**config.mk**
```make
export PLATFORM = sky130hd
export DESIGN_NAME = ninjakun_shram_arb_flat
export DESIGN_NICKNAME = d
export VERILOG_FILES = /design/src/rtl/ninjakun_pkg.sv /design/src/rtl/ninjakun_shram_arb_if.sv /design/src/rtl/ninjakun_arb_port.sv /design/src/rtl/ninjakun_shram_arb.sv /design/src/flat_wrapper.sv
export SDC_FILE = /design/constraint.sdc
export NUM_CORES = 1
export LEC_CHECK = 0
export ABC_CLOCK_PERIOD_IN_PS = 2700
export BUFFER_PORTS_ARGS = -buffer_cell sky130_fd_sc_hd__buf_2
export CAP_MARGIN = 30
export CELL_PAD_IN_SITES_DETAIL_PLACEMENT = 0
export CELL_PAD_IN_SITES_GLOBAL_PLACEMENT = 2
export CORE_MARGIN = 10
export CORE_UTILIZATION = 29
export DETAILED_ROUTE_END_ITERATION = 10
export PLACE_DENSITY_LB_ADDON = 0.1
export SETUP_SLACK_MARGIN = 0.05
export SLEW_MARGIN = 20
export SYNTH_ARGS = -nofsm -noshare
export SYNTH_HDL_FRONTEND = slang
export SYNTH_SLANG_ARGS = --single-unit
```
**constraint.sdc**
```tcl
create_clock -name ARBCL -period 2.7 [get_ports ARBCL]
set_input_delay 0.405 -clock ARBCL [delete_from_list [all_inputs] [get_ports ARBCL]]
set_output_delay 0.405 -clock ARBCL [all_outputs]
set_load 0.005 [all_outputs]
```
**src/rtl/ninjakun_pkg.sv**
```systemverilog
// Shared definitions for the Ninja-Kun shared work RAM arbiter.
// Holds the FSM state encoding and the default RAM window width.
package ninjakun_pkg;

  localparam int SHRAM_ABITS = 11;

  localparam logic [0:0] ST_IDLE = 1'b0;
  localparam logic [0:0] ST_ACC  = 1'b1;

endpackage

```
**src/rtl/ninjakun_shram_arb_if.sv**
```systemverilog
// Two CPU buses plus the single-port RAM side of the shared RAM arbiter.
// slave: arbiter view; master: CPU/RAM environment view.
interface ninjakun_shram_arb_if #(
  parameter int ABITS = 11
);
  logic             REQ0;
  logic             WE0;
  logic [ABITS-1:0] AD0;
  logic [7:0]       OD0;
  logic             WAIT0;
  logic [7:0]       ID0;
  logic             REQ1;
  logic             WE1;
  logic [ABITS-1:0] AD1;
  logic [7:0]       OD1;
  logic             WAIT1;
  logic [7:0]       ID1;
  logic [ABITS-1:0] RAD;
  logic [7:0]       RWD;
  logic             RWE;
  logic [7:0]       RRD;

  modport slave (
    input  REQ0, WE0, AD0, OD0,
    input  REQ1, WE1, AD1, OD1,
    input  RRD,
    output WAIT0, ID0, WAIT1, ID1,
    output RAD, RWD, RWE
  );

  modport master (
    output REQ0, WE0, AD0, OD0,
    output REQ1, WE1, AD1, OD1,
    output RRD,
    input  WAIT0, ID0, WAIT1, ID1,
    input  RAD, RWD, RWE
  );
endinterface

```
**src/rtl/ninjakun_arb_port.sv**
```systemverilog
// Per-CPU port state: served flag, latched read data, pend/stall.
// Ports: clk, rst, req, set_srv, ld, rrd -> pend, stall, id.
module ninjakun_arb_port
  import ninjakun_pkg::*;
(
  input  logic       clk,
  input  logic       rst,
  input  logic       req,
  input  logic       set_srv,
  input  logic       ld,
  input  logic [7:0] rrd,
  output logic       pend,
  output logic       stall,
  output logic [7:0] id
);

  logic srv;

  // A low request always clears, even on the completing edge.
  always_ff @(posedge clk or posedge rst) begin
    if (rst) begin
      srv <= 1'b0;
    end else if (!req) begin
      srv <= 1'b0;
    end else if (set_srv) begin
      srv <= 1'b1;
    end
  end

  always_ff @(posedge clk or posedge rst) begin
    if (rst) begin
      id <= 8'h00;
    end else if (ld) begin
      id <= rrd;
    end
  end

  assign pend  = req & ~srv;
  assign stall = req & ~srv;

endmodule

```
**src/rtl/ninjakun_shram_arb.sv**
```systemverilog
// Round-robin arbiter for main/sub CPU access to the shared work RAM.
// Ports: ARBCL, RESET, bus (CPU0/CPU1 request side and RAM side).
module ninjakun_shram_arb
  import ninjakun_pkg::*;
#(
  parameter int ABITS = SHRAM_ABITS,
  parameter int RLAT  = 1
) (
  input  logic ARBCL,
  input  logic RESET,
  ninjakun_shram_arb_if.slave bus
);

  generate
    if (RLAT < 1 || RLAT > 3) begin : g_bad_rlat
      $error("ninjakun_shram_arb: RLAT must be 1..3");
    end
  endgenerate

  localparam logic [1:0] CNT0 = 2'(RLAT - 1);

  logic [0:0]       state;
  logic             gnt;
  logic             last;
  logic [1:0]       cnt;
  logic             wel;
  logic [ABITS-1:0] rad;
  logic [7:0]       rwd;
  logic             rwe;

  logic pend0, pend1;
  logic pick;
  logic done, rd_done;

  always_comb begin
    pick = 1'b0;
    unique case (1'b1)
      pend0 & ~pend1: pick = 1'b0;
      ~pend0 & pend1: pick = 1'b1;
      default:        pick = ~last;
    endcase
  end

  assign done    = (state == ST_ACC) & (wel | (cnt == 2'd0));
  assign rd_done = done & ~wel;

  always_ff @(posedge ARBCL or posedge RESET) begin
    if (RESET) begin
      state <= ST_IDLE;
      gnt   <= 1'b0;
      last  <= 1'b1;
      cnt   <= 2'd0;
      wel   <= 1'b0;
      rad   <= '0;
      rwd   <= 8'h00;
      rwe   <= 1'b0;
    end else begin
      unique case (state)
        ST_IDLE: begin
          if (pend0 | pend1) begin
            gnt   <= pick;
            rad   <= pick ? bus.AD1 : bus.AD0;
            rwd   <= pick ? bus.OD1 : bus.OD0;
            rwe   <= pick ? bus.WE1 : bus.WE0;
            wel   <= pick ? bus.WE1 : bus.WE0;
            cnt   <= CNT0;
            state <= ST_ACC;
          end
        end
        ST_ACC: begin
          rwe <= 1'b0;
          if (done) begin
            last  <= gnt;
            state <= ST_IDLE;
          end else begin
            cnt <= cnt - 2'd1;
          end
        end
        default: state <= ST_IDLE;
      endcase
    end
  end

  ninjakun_arb_port u_p0 (
    .clk     (ARBCL),
    .rst     (RESET),
    .req     (bus.REQ0),
    .set_srv (done & ~gnt),
    .ld      (rd_done & ~gnt),
    .rrd     (bus.RRD),
    .pend    (pend0),
    .stall   (bus.WAIT0),
    .id      (bus.ID0)
  );

  ninjakun_arb_port u_p1 (
    .clk     (ARBCL),
    .rst     (RESET),
    .req     (bus.REQ1),
    .set_srv (done & gnt),
    .ld      (rd_done & gnt),
    .rrd     (bus.RRD),
    .pend    (pend1),
    .stall   (bus.WAIT1),
    .id      (bus.ID1)
  );

  assign bus.RAD = rad;
  assign bus.RWD = rwd;
  assign bus.RWE = rwe;

endmodule
```
**src/flat_wrapper.sv**
```systemverilog
// flat-port wrapper written by rule: the top's interface ports become plain ports
module ninjakun_shram_arb_flat import ninjakun_pkg::*;
#(
  parameter int ABITS = SHRAM_ABITS,
  parameter int RLAT  = 1
)
  (ARBCL, RESET, bus_REQ0, bus_WE0, bus_AD0, bus_OD0, bus_REQ1, bus_WE1, bus_AD1, bus_OD1, bus_RRD, bus_WAIT0, bus_ID0, bus_WAIT1, bus_ID1, bus_RAD, bus_RWD, bus_RWE);
  ninjakun_shram_arb_if #(.ABITS(ABITS)) bus_i ();
  input  logic ARBCL;
  input  logic RESET;
  input wire logic [$bits(bus_i.REQ0)-1:0] bus_REQ0;
  input wire logic [$bits(bus_i.WE0)-1:0] bus_WE0;
  input wire logic [$bits(bus_i.AD0)-1:0] bus_AD0;
  input wire logic [$bits(bus_i.OD0)-1:0] bus_OD0;
  input wire logic [$bits(bus_i.REQ1)-1:0] bus_REQ1;
  input wire logic [$bits(bus_i.WE1)-1:0] bus_WE1;
  input wire logic [$bits(bus_i.AD1)-1:0] bus_AD1;
  input wire logic [$bits(bus_i.OD1)-1:0] bus_OD1;
  input wire logic [$bits(bus_i.RRD)-1:0] bus_RRD;
  output wire logic [$bits(bus_i.WAIT0)-1:0] bus_WAIT0;
  output wire logic [$bits(bus_i.ID0)-1:0] bus_ID0;
  output wire logic [$bits(bus_i.WAIT1)-1:0] bus_WAIT1;
  output wire logic [$bits(bus_i.ID1)-1:0] bus_ID1;
  output wire logic [$bits(bus_i.RAD)-1:0] bus_RAD;
  output wire logic [$bits(bus_i.RWD)-1:0] bus_RWD;
  output wire logic [$bits(bus_i.RWE)-1:0] bus_RWE;
  assign bus_i.REQ0 = bus_REQ0;
  assign bus_i.WE0 = bus_WE0;
  assign bus_i.AD0 = bus_AD0;
  assign bus_i.OD0 = bus_OD0;
  assign bus_i.REQ1 = bus_REQ1;
  assign bus_i.WE1 = bus_WE1;
  assign bus_i.AD1 = bus_AD1;
  assign bus_i.OD1 = bus_OD1;
  assign bus_i.RRD = bus_RRD;
  assign bus_WAIT0 = bus_i.WAIT0;
  assign bus_ID0 = bus_i.ID0;
  assign bus_WAIT1 = bus_i.WAIT1;
  assign bus_ID1 = bus_i.ID1;
  assign bus_RAD = bus_i.RAD;
  assign bus_RWD = bus_i.RWD;
  assign bus_RWE = bus_i.RWE;
  ninjakun_shram_arb #(.ABITS(ABITS), .RLAT(RLAT)) u_core (.ARBCL(ARBCL), .RESET(RESET), .bus(bus_i));
endmodule
```
After elaboration in Yosys (flattened, before gate mapping)

Index checks and enable logic that the tools add are counted.

Flip-flop bits (word level): 44
Input bits: 52

Add/sub/neg operators: 1
Eq/ne operators: 4
Mux-type cells: 16
Bitwise operators: 20
Reduce and logical (&&, ||, !) cells: 4

Operator list:

| operator            | number |
|---|---|
| $mux 11             | 1 |
| $and 1x1->1         | 10 |
| $mux 1              | 8 |
| $mux 8              | 1 |
| $not 1->1           | 8 |
| $ne 2x1->1 const B  | 3 |
| $pmux 1 s2          | 3 |
| $reduce_and 2->1    | 3 |
| $mux 2              | 2 |
| $pmux 2 s2          | 1 |
| $logic_not 2->1     | 1 |
| $ne 2x2->1 const B  | 1 |
| $or 1x1->1          | 2 |
| $sub 2x1->2 const B | 1 |

Longest topological paths before layout

Word-level depth: 8
Gate-level depth with buffers: 7
Depth with buffers taken out: 6

By module

A second synthesis with hierarchy kept.

Cells, all modules: 192
Area total of the unflattened synthesis: 2,042.0 µm²

By module, submodules not included:

| module             | times used | cells an instance | area an instance (µm²) | sequential area each (µm²) |
|---|---|---|---|---|
| ninjakun_shram_arb | 1          | 148               | 1,278.7                | 651.9 |
| ninjakun_arb_port  | 2          | 22                | 381.6                  | 225.2 |

Worst setup path before layout

Ideal clock, no wire load.

Path type: input-to-reg
Start: in bus_REQ0
End: reg u_core.rad[3] (netlist: u_core.bus.RAD[3])
Library setup time: 0.082 ns
Arrival time: 1.579 ns
Slack: 1.040 ns
Stages on the path: 7
Buffers on the path: 1
Path through: nor2b_1 inv_1 ha_1 nand2b_1 clkbuf_1 nand3_1 a31oi_1

Cells in the longest elaborated chain, start to end: 5
Elaborated cells between the ends (all ways): 8

RTL lines:

| item                 | line                     | RTL |
|---|---|---|
| start, declared      | flat_wrapper.sv:11       | `input wire logic [$bits(bus_i.REQ0)-1:0] bus_REQ0;` |
| $and 1x1->1 *        | ninjakun_arb_port.sv:38  | `assign pend = req & ~srv;` |
| $not 1->1            | ninjakun_shram_arb.sv:39 | `~pend0 & pend1: pick = 1'b1;` |
| $and 1x1->1          | ninjakun_shram_arb.sv:39 |  |
| $pmux 1 s2           | ninjakun_shram_arb.sv:37 | `unique case (1'b1)` |
| $mux 11              | ninjakun_shram_arb.sv:62 | `rad <= pick ? bus.AD1 : bus.AD0;` |
| end signal, assigned | ninjakun_shram_arb.sv:62 |  |
| end, declared        | ninjakun_shram_arb.sv:27 | `logic [ABITS-1:0] rad;` |

Every way passes the cells marked *; elsewhere a longest branch is shown, timed or not.
A chain may end at the register's enable or synchronous reset.

Worst setup path after layout

Start: reg u_core.u_p0.srv
End: reg u_core.rwe (netlist: u_core.bus.RWE)

Cells in the longest elaborated chain, start to end: 8
Elaborated cells between the ends (all ways): 11

RTL lines:

| item                   | line                     | RTL |
|---|---|---|
| start, declared        | ninjakun_arb_port.sv:17  | `logic srv;` |
| start signal, assigned | ninjakun_arb_port.sv:22  | `srv <= 1'b0;` |
| start signal, assigned | ninjakun_arb_port.sv:24  | `srv <= 1'b0;` |
| start signal, assigned | ninjakun_arb_port.sv:26  | `srv <= 1'b1;` |
| $not 1->1 *            | ninjakun_arb_port.sv:38  |  |
| $and 1x1->1 *          | ninjakun_arb_port.sv:38  |  |
| $not 1->1              | ninjakun_shram_arb.sv:39 |  |
| $and 1x1->1            | ninjakun_shram_arb.sv:39 |  |
| $pmux 1 s2             | ninjakun_shram_arb.sv:37 |  |
| $mux 1                 | ninjakun_shram_arb.sv:64 | `rwe <= pick ? bus.WE1 : bus.WE0;` |
| $mux 1                 | ninjakun_shram_arb.sv:60 | `if (pend0 \| pend1) begin` |
| $pmux 1 s2             | ninjakun_shram_arb.sv:58 | `unique case (state)` |
| end signal, assigned   | ninjakun_shram_arb.sv:64 |  |
| end, declared          | ninjakun_shram_arb.sv:29 | `logic rwe;` |

Every way passes the cells marked *; elsewhere a longest branch is shown, timed or not. The select of a mux whose other input is x is not followed.

==> run_summary.xml <==
<?xml version="1.0" encoding="UTF-8"?>
<metrics>
  <group name="global_routing">
    <metric name="grt_antenna_before_repair" unit="">0</metric>
    <metric name="overflow" unit="">0</metric>
    <metric name="grtUsageTotal" unit="">0.107</metric>
    <metric name="maximum_number_of_pins_on_one_net_before_global_route_repair" unit="">43</metric>
    <metric name="wire_length_of_the_first_global_routing_pass" unit="um">8800</metric>
    <metric name="number_of_global_route_vias_before_repair" unit="">1743</metric>
  </group>
  <group name="critical_path">
    <metric name="count_of_buffer_and_inverter_cells_on_the_critical_path" unit="">1</metric>
    <metric name="required" unit="ns">2.89</metric>
    <metric name="timing.critical_path.cells" unit="">nor2b_1, inv_1, ha_1, and2b_1, o21ai_2, a311oi_1</metric>
    <metric name="data_arrival_time_at_the_worst_slack_endpoint" unit="ns">2.22</metric>
    <metric name="critPathMaxStageDelay" unit="ns">0.57</metric>
    <metric name="crit_path_top_delay_cell" unit="">sky130_fd_sc_hd__and2b_1</metric>
    <metric name="critical_path.startpoint_type" unit="">flop</metric>
    <metric name="crit_path_max_fanout" unit="">20</metric>
    <metric name="critical_path.top_delay_family" unit="">simple AND/OR/NAND/NOR gates</metric>
    <metric name="criticalPathCategory" unit="">flop to flop</metric>
    <metric name="end_kind" unit="">flop</metric>
  </group>
  <group name="clock_network">
    <metric name="clock_latency" unit="ns">0.30</metric>
    <metric name="ctsHoldBuffers" unit="">0</metric>
    <metric name="clk_transition_reported_paths" unit="ns">0.09</metric>
    <metric name="cts_buffers" unit="">5</metric>
    <metric name="htreeDepth" unit="">2</metric>
    <metric name="cts_setup_buffers" unit="">0</metric>
    <metric name="cts_sinks" unit="">44</metric>
    <metric name="clockBufferDepth" unit="">2</metric>
    <metric name="ctsResizeCount" unit="">0</metric>
    <metric name="tritoncts" unit="">done</metric>
    <metric name="cell_at_the_root_of_the_clock_tree" unit="">sky130_fd_sc_hd__clkbuf_8</metric>
  </group>
  <group name="sta">
    <metric name="post-route-period-util" unit="">0.751</metric>
    <metric name="timing_hold_violations_final" unit="">0</metric>
    <metric name="timing.final.ws_setup" unit="ns">0.672</metric>
    <metric name="hold-worst-slack" unit="ns">0.135</metric>
    <metric name="worst-slew-pin-transition" unit="ns">0.673</metric>
    <metric name="final_report_max_slew_violation_count" unit="">0</metric>
    <metric name="fin_tns_setup" unit="ns">0</metric>
    <metric name="achievable-frequency" unit="GHz">0.493</metric>
    <metric name="fin_skew" unit="ns">0.00679</metric>
    <metric name="grt_setup_unrepaired" unit="">no</metric>
    <metric name="setup_viol" unit="">0</metric>
    <metric name="time_the_worst_path_needs_with_i_o_delays_and_setup" unit="ns">2.03</metric>
    <metric name="maxSlewHeadroom" unit="">0.551</metric>
  </group>
  <group name="route">
    <metric name="number_of_nets_still_failing_antenna_checks_after_routing" unit="">0</metric>
    <metric name="wire_per_inst" unit="um">16.2</metric>
    <metric name="num_vias" unit="">1712</metric>
    <metric name="vias_per_cell" unit="">4.80</metric>
    <metric name="detailedRoute.firstIterationViolations" unit="">33</metric>
    <metric name="post-route-drc-count" unit="">0</metric>
    <metric name="totalWireLength" unit="um">5800</metric>
    <metric name="drt_first_pass_iters" unit="">4</metric>
  </group>
  <group name="pwr">
    <metric name="total_power" unit="mW">3.05</metric>
    <metric name="switchingPower" unit="mW">1.13</metric>
    <metric name="clkPwrFrac" unit="">0.166</metric>
    <metric name="power_per_cell_area" unit="nW/um2">1160</metric>
    <metric name="power.share.switching" unit="">0.372</metric>
    <metric name="comb_power_share" unit="">0.449</metric>
    <metric name="pwr-share-seq" unit="">0.385</metric>
    <metric name="ir_worst_vdd" unit="uV">249</metric>
    <metric name="cell_internal_pwr" unit="mW">1.91</metric>
    <metric name="cellLeakagePower" unit="nW">1.25</metric>
  </group>
  <group name="layout">
    <metric name="design.final.nets" unit="">331</metric>
    <metric name="multi_input_area" unit="um2">790</metric>
    <metric name="number_of_filler_instances_in_the_final_layout" unit="">722</metric>
    <metric name="synthToLayoutAreaGrowth" unit="%">32.7</metric>
    <metric name="final_layout_size_suffix_gt1_frac" unit="">0.451</metric>
    <metric name="postLayoutCellArea" unit="um2">2630</metric>
    <metric name="diodes" unit="">0</metric>
    <metric name="layout.area.seq" unit="um2">1100</metric>
  </group>
  <group name="floorplan">
    <metric name="core-area" unit="um2">6720</metric>
    <metric name="fp.dieW" unit="um">103</metric>
    <metric name="die_height" unit="um">103</metric>
    <metric name="dieArea" unit="um2">10600</metric>
    <metric name="top_level_ports" unit="">90</metric>
    <metric name="rows" unit="">30</metric>
    <metric name="initial_core_util" unit="">0.295</metric>
  </group>
  <group name="logic_synthesis">
    <metric name="area_share_of_the_largest_cell_type_after_synthesis" unit="">0.542</metric>
    <metric name="synth.net_count" unit="">243</metric>
    <metric name="instance_count_of_the_mapped_netlist" unit="">188</metric>
    <metric name="synth.ff_latch_count" unit="">44</metric>
    <metric name="netlist_cell_types" unit="">27</metric>
    <metric name="synth_largest_area_cell" unit="">sky130_fd_sc_hd__dfrtp_1</metric>
    <metric name="synth_area" unit="um2">1980</metric>
    <metric name="synth-warning-count" unit="">0</metric>
    <metric name="synth_seq_area_share" unit="">0.555</metric>
    <metric name="syn_avg_cell_area" unit="um2">10.6</metric>
    <metric name="yosys-top-cells-area" unit="">sky130_fd_sc_hd__dfrtp_1 (54%), sky130_fd_sc_hd__mux2_2 (9.1%), sky130_fd_sc_hd__a31oi_1 (6.3%)</metric>
  </group>
  <group name="status">
    <metric name="status" unit="">finished clean</metric>
  </group>
  <group name="placed_design">
    <metric name="dp_hpwl" unit="um">4330</metric>
    <metric name="gp_congestion" unit="">0.686</metric>
    <metric name="dp_worst_setup_slack" unit="ns">0.517</metric>
    <metric name="post_dp_cell_area" unit="um2">2520</metric>
    <metric name="placement.io_buffers" unit="">89</metric>
  </group>
  <group name="flow_run">
    <metric name="max_cap_viol_count" unit="">0</metric>
  </group>
  <group name="hold_path">
    <metric name="min-delay-path-class" unit="">input port to async pin</metric>
  </group>
</metrics>
==> sequential cells by signal, indices dropped and copies added (netlist names) <==
register / flops
u_core.bus.RAD: 11
u_core.bus.RWD: 8
u_core.bus.RWE: 1
u_core.cnt: 2
u_core.gnt: 1
u_core.last: 1
u_core.state: 1
u_core.u_p0.id: 8
u_core.u_p0.srv: 1
u_core.u_p1.id: 8
u_core.u_p1.srv: 1
u_core.wel: 1
==> layout make-up <==
| cell class | instances | area share |
|---|---|---|
| Clock buffer | 5 | 0.0261 |
| Clock inverter | 3 | 0.0162 |
| Inverter | 7 | 0.00998 |
| Multi-Input combinational cell | 124 | 0.300 |
| Sequential cell | 44 | 0.419 |
| Tap cell | 80 | 0.0380 |
| Timing Repair Buffer | 94 | 0.191 |
==> cell usage after synthesis (all sizes together) <==
library cell	count
or3b	1
dfstp	1
o21a	2
clkbuf	5
o21ai	23
and4bb	1
a21o	1
a311oi	1
buf	8
a31oi	20
nor2	24
nand2b	3
dfrtp	43
inv	7
nand3	22
mux2	16
or2	1
nor2b	2
ha	3
o22ai	1
nand2	1
nand4b	1
and2b	1
==> worst register-to-register path: stages (launching register included) <==
cell and delay [ns]:
sky130_fd_sc_hd__dfrtp_1 0.38, sky130_fd_sc_hd__nor2b_1 0.15, sky130_fd_sc_hd__inv_1 0.08, sky130_fd_sc_hd__ha_1 0.32, sky130_fd_sc_hd__and2b_1 0.57, sky130_fd_sc_hd__o21ai_2 0.14, sky130_fd_sc_hd__a311oi_1 0.29
==> kinds of logic (layout without fill, tap and decap cells) <==
kind of cell               count (synthesis)  after routing  share of synthesized area
AOI/OAI and AO/OA                         48             48                      0.142
adders and majority gates                  3              3                     0.0189
buffers and inverters                     20            109                     0.0467
DFF                                       44             44                      0.555
muxes                                     16             16                     0.0908
and+or+nand+nor                           57             57                      0.146
==> worst paths after layout <==
check	startpoint	to	slack, ns	depth (start not counted)
worst max-delay path	u_core.u_p0.srv	u_core.bus.RWE	0.67	6
worst min-delay path	RESET	u_core.bus.RAD[9]	0.13	2
worst min register to register	u_core.u_p1.srv	u_core.u_p1.srv	0.49	1
min in group ARBCL	bus_REQ0	u_core.u_p0.srv	0.33	2
worst max register to register	u_core.u_p0.srv	u_core.bus.RWE	0.67	6
max in group asynchronous	RESET	u_core.last	1.99	3
==> power groups by stage <==
stage	Combinational [mW]	Sequential [mW]	Clock, mW
floorplan	0.845	1.20	0
global placement	1.40	1.19	0
detailed placement	1.41	1.19	0
CTS	1.41	1.18	0.532
global route	1.55	1.22	0.551
finish	1.37	1.17	0.505
==> cells in the final DEF, fill, tap and decap left out <==
master	count
sky130_fd_sc_hd__nand4b_2	1
sky130_fd_sc_hd__o21ai_2	1
sky130_fd_sc_hd__o22ai_1	1
sky130_fd_sc_hd__clkinvlp_4	1
sky130_fd_sc_hd__mux2_2	16
sky130_fd_sc_hd__nor2b_1	2
sky130_fd_sc_hd__ha_1	3
sky130_fd_sc_hd__buf_4	4
sky130_fd_sc_hd__a311oi_1	1
sky130_fd_sc_hd__o21a_1	2
sky130_fd_sc_hd__dfrtp_1	43
sky130_fd_sc_hd__nor2_1	23
sky130_fd_sc_hd__o21ai_0	22
sky130_fd_sc_hd__and4bb_1	1
sky130_fd_sc_hd__nand2b_1	3
sky130_fd_sc_hd__clkbuf_8	5
sky130_fd_sc_hd__inv_1	6
sky130_fd_sc_hd__dfstp_2	1
sky130_fd_sc_hd__nand3_1	22
sky130_fd_sc_hd__nand2_1	1
sky130_fd_sc_hd__and2b_1	1
sky130_fd_sc_hd__buf_16	1
sky130_fd_sc_hd__a31oi_1	20
sky130_fd_sc_hd__inv_2	1
sky130_fd_sc_hd__or3b_4	1
sky130_fd_sc_hd__nor2_2	1
sky130_fd_sc_hd__a21o_1	1
sky130_fd_sc_hd__clkinv_2	1
sky130_fd_sc_hd__buf_2	89
sky130_fd_sc_hd__or2_2	1
sky130_fd_sc_hd__bufinv_16	1
==> through the flow <==
| stage | utilization | std cells |
|---|---|---|
| 5_1_grt | 0.392 | 357 |
| 3_3_place_gp | 0.371 | 348 |
| 3_5_place_dp | 0.375 | 349 |
| 2_1_floorplan | - | 188 |
| 6_report | 0.392 | 357 |
| 4_1_cts | 0.392 | 357 |
==> per-layer routing <==
metal | vias up | global-route usage | part of all wire
li1 | 842 | - | -
met1 | 808 | 0.125 | 0.43
met2 | 57 | 0.184 | 0.49
met5 | - | 0 | 0
met3 | 5 | 0.0369 | 0.073
met4 | 0 | 0.0228 | 0.0069
(Power assumes the default switching activity.)
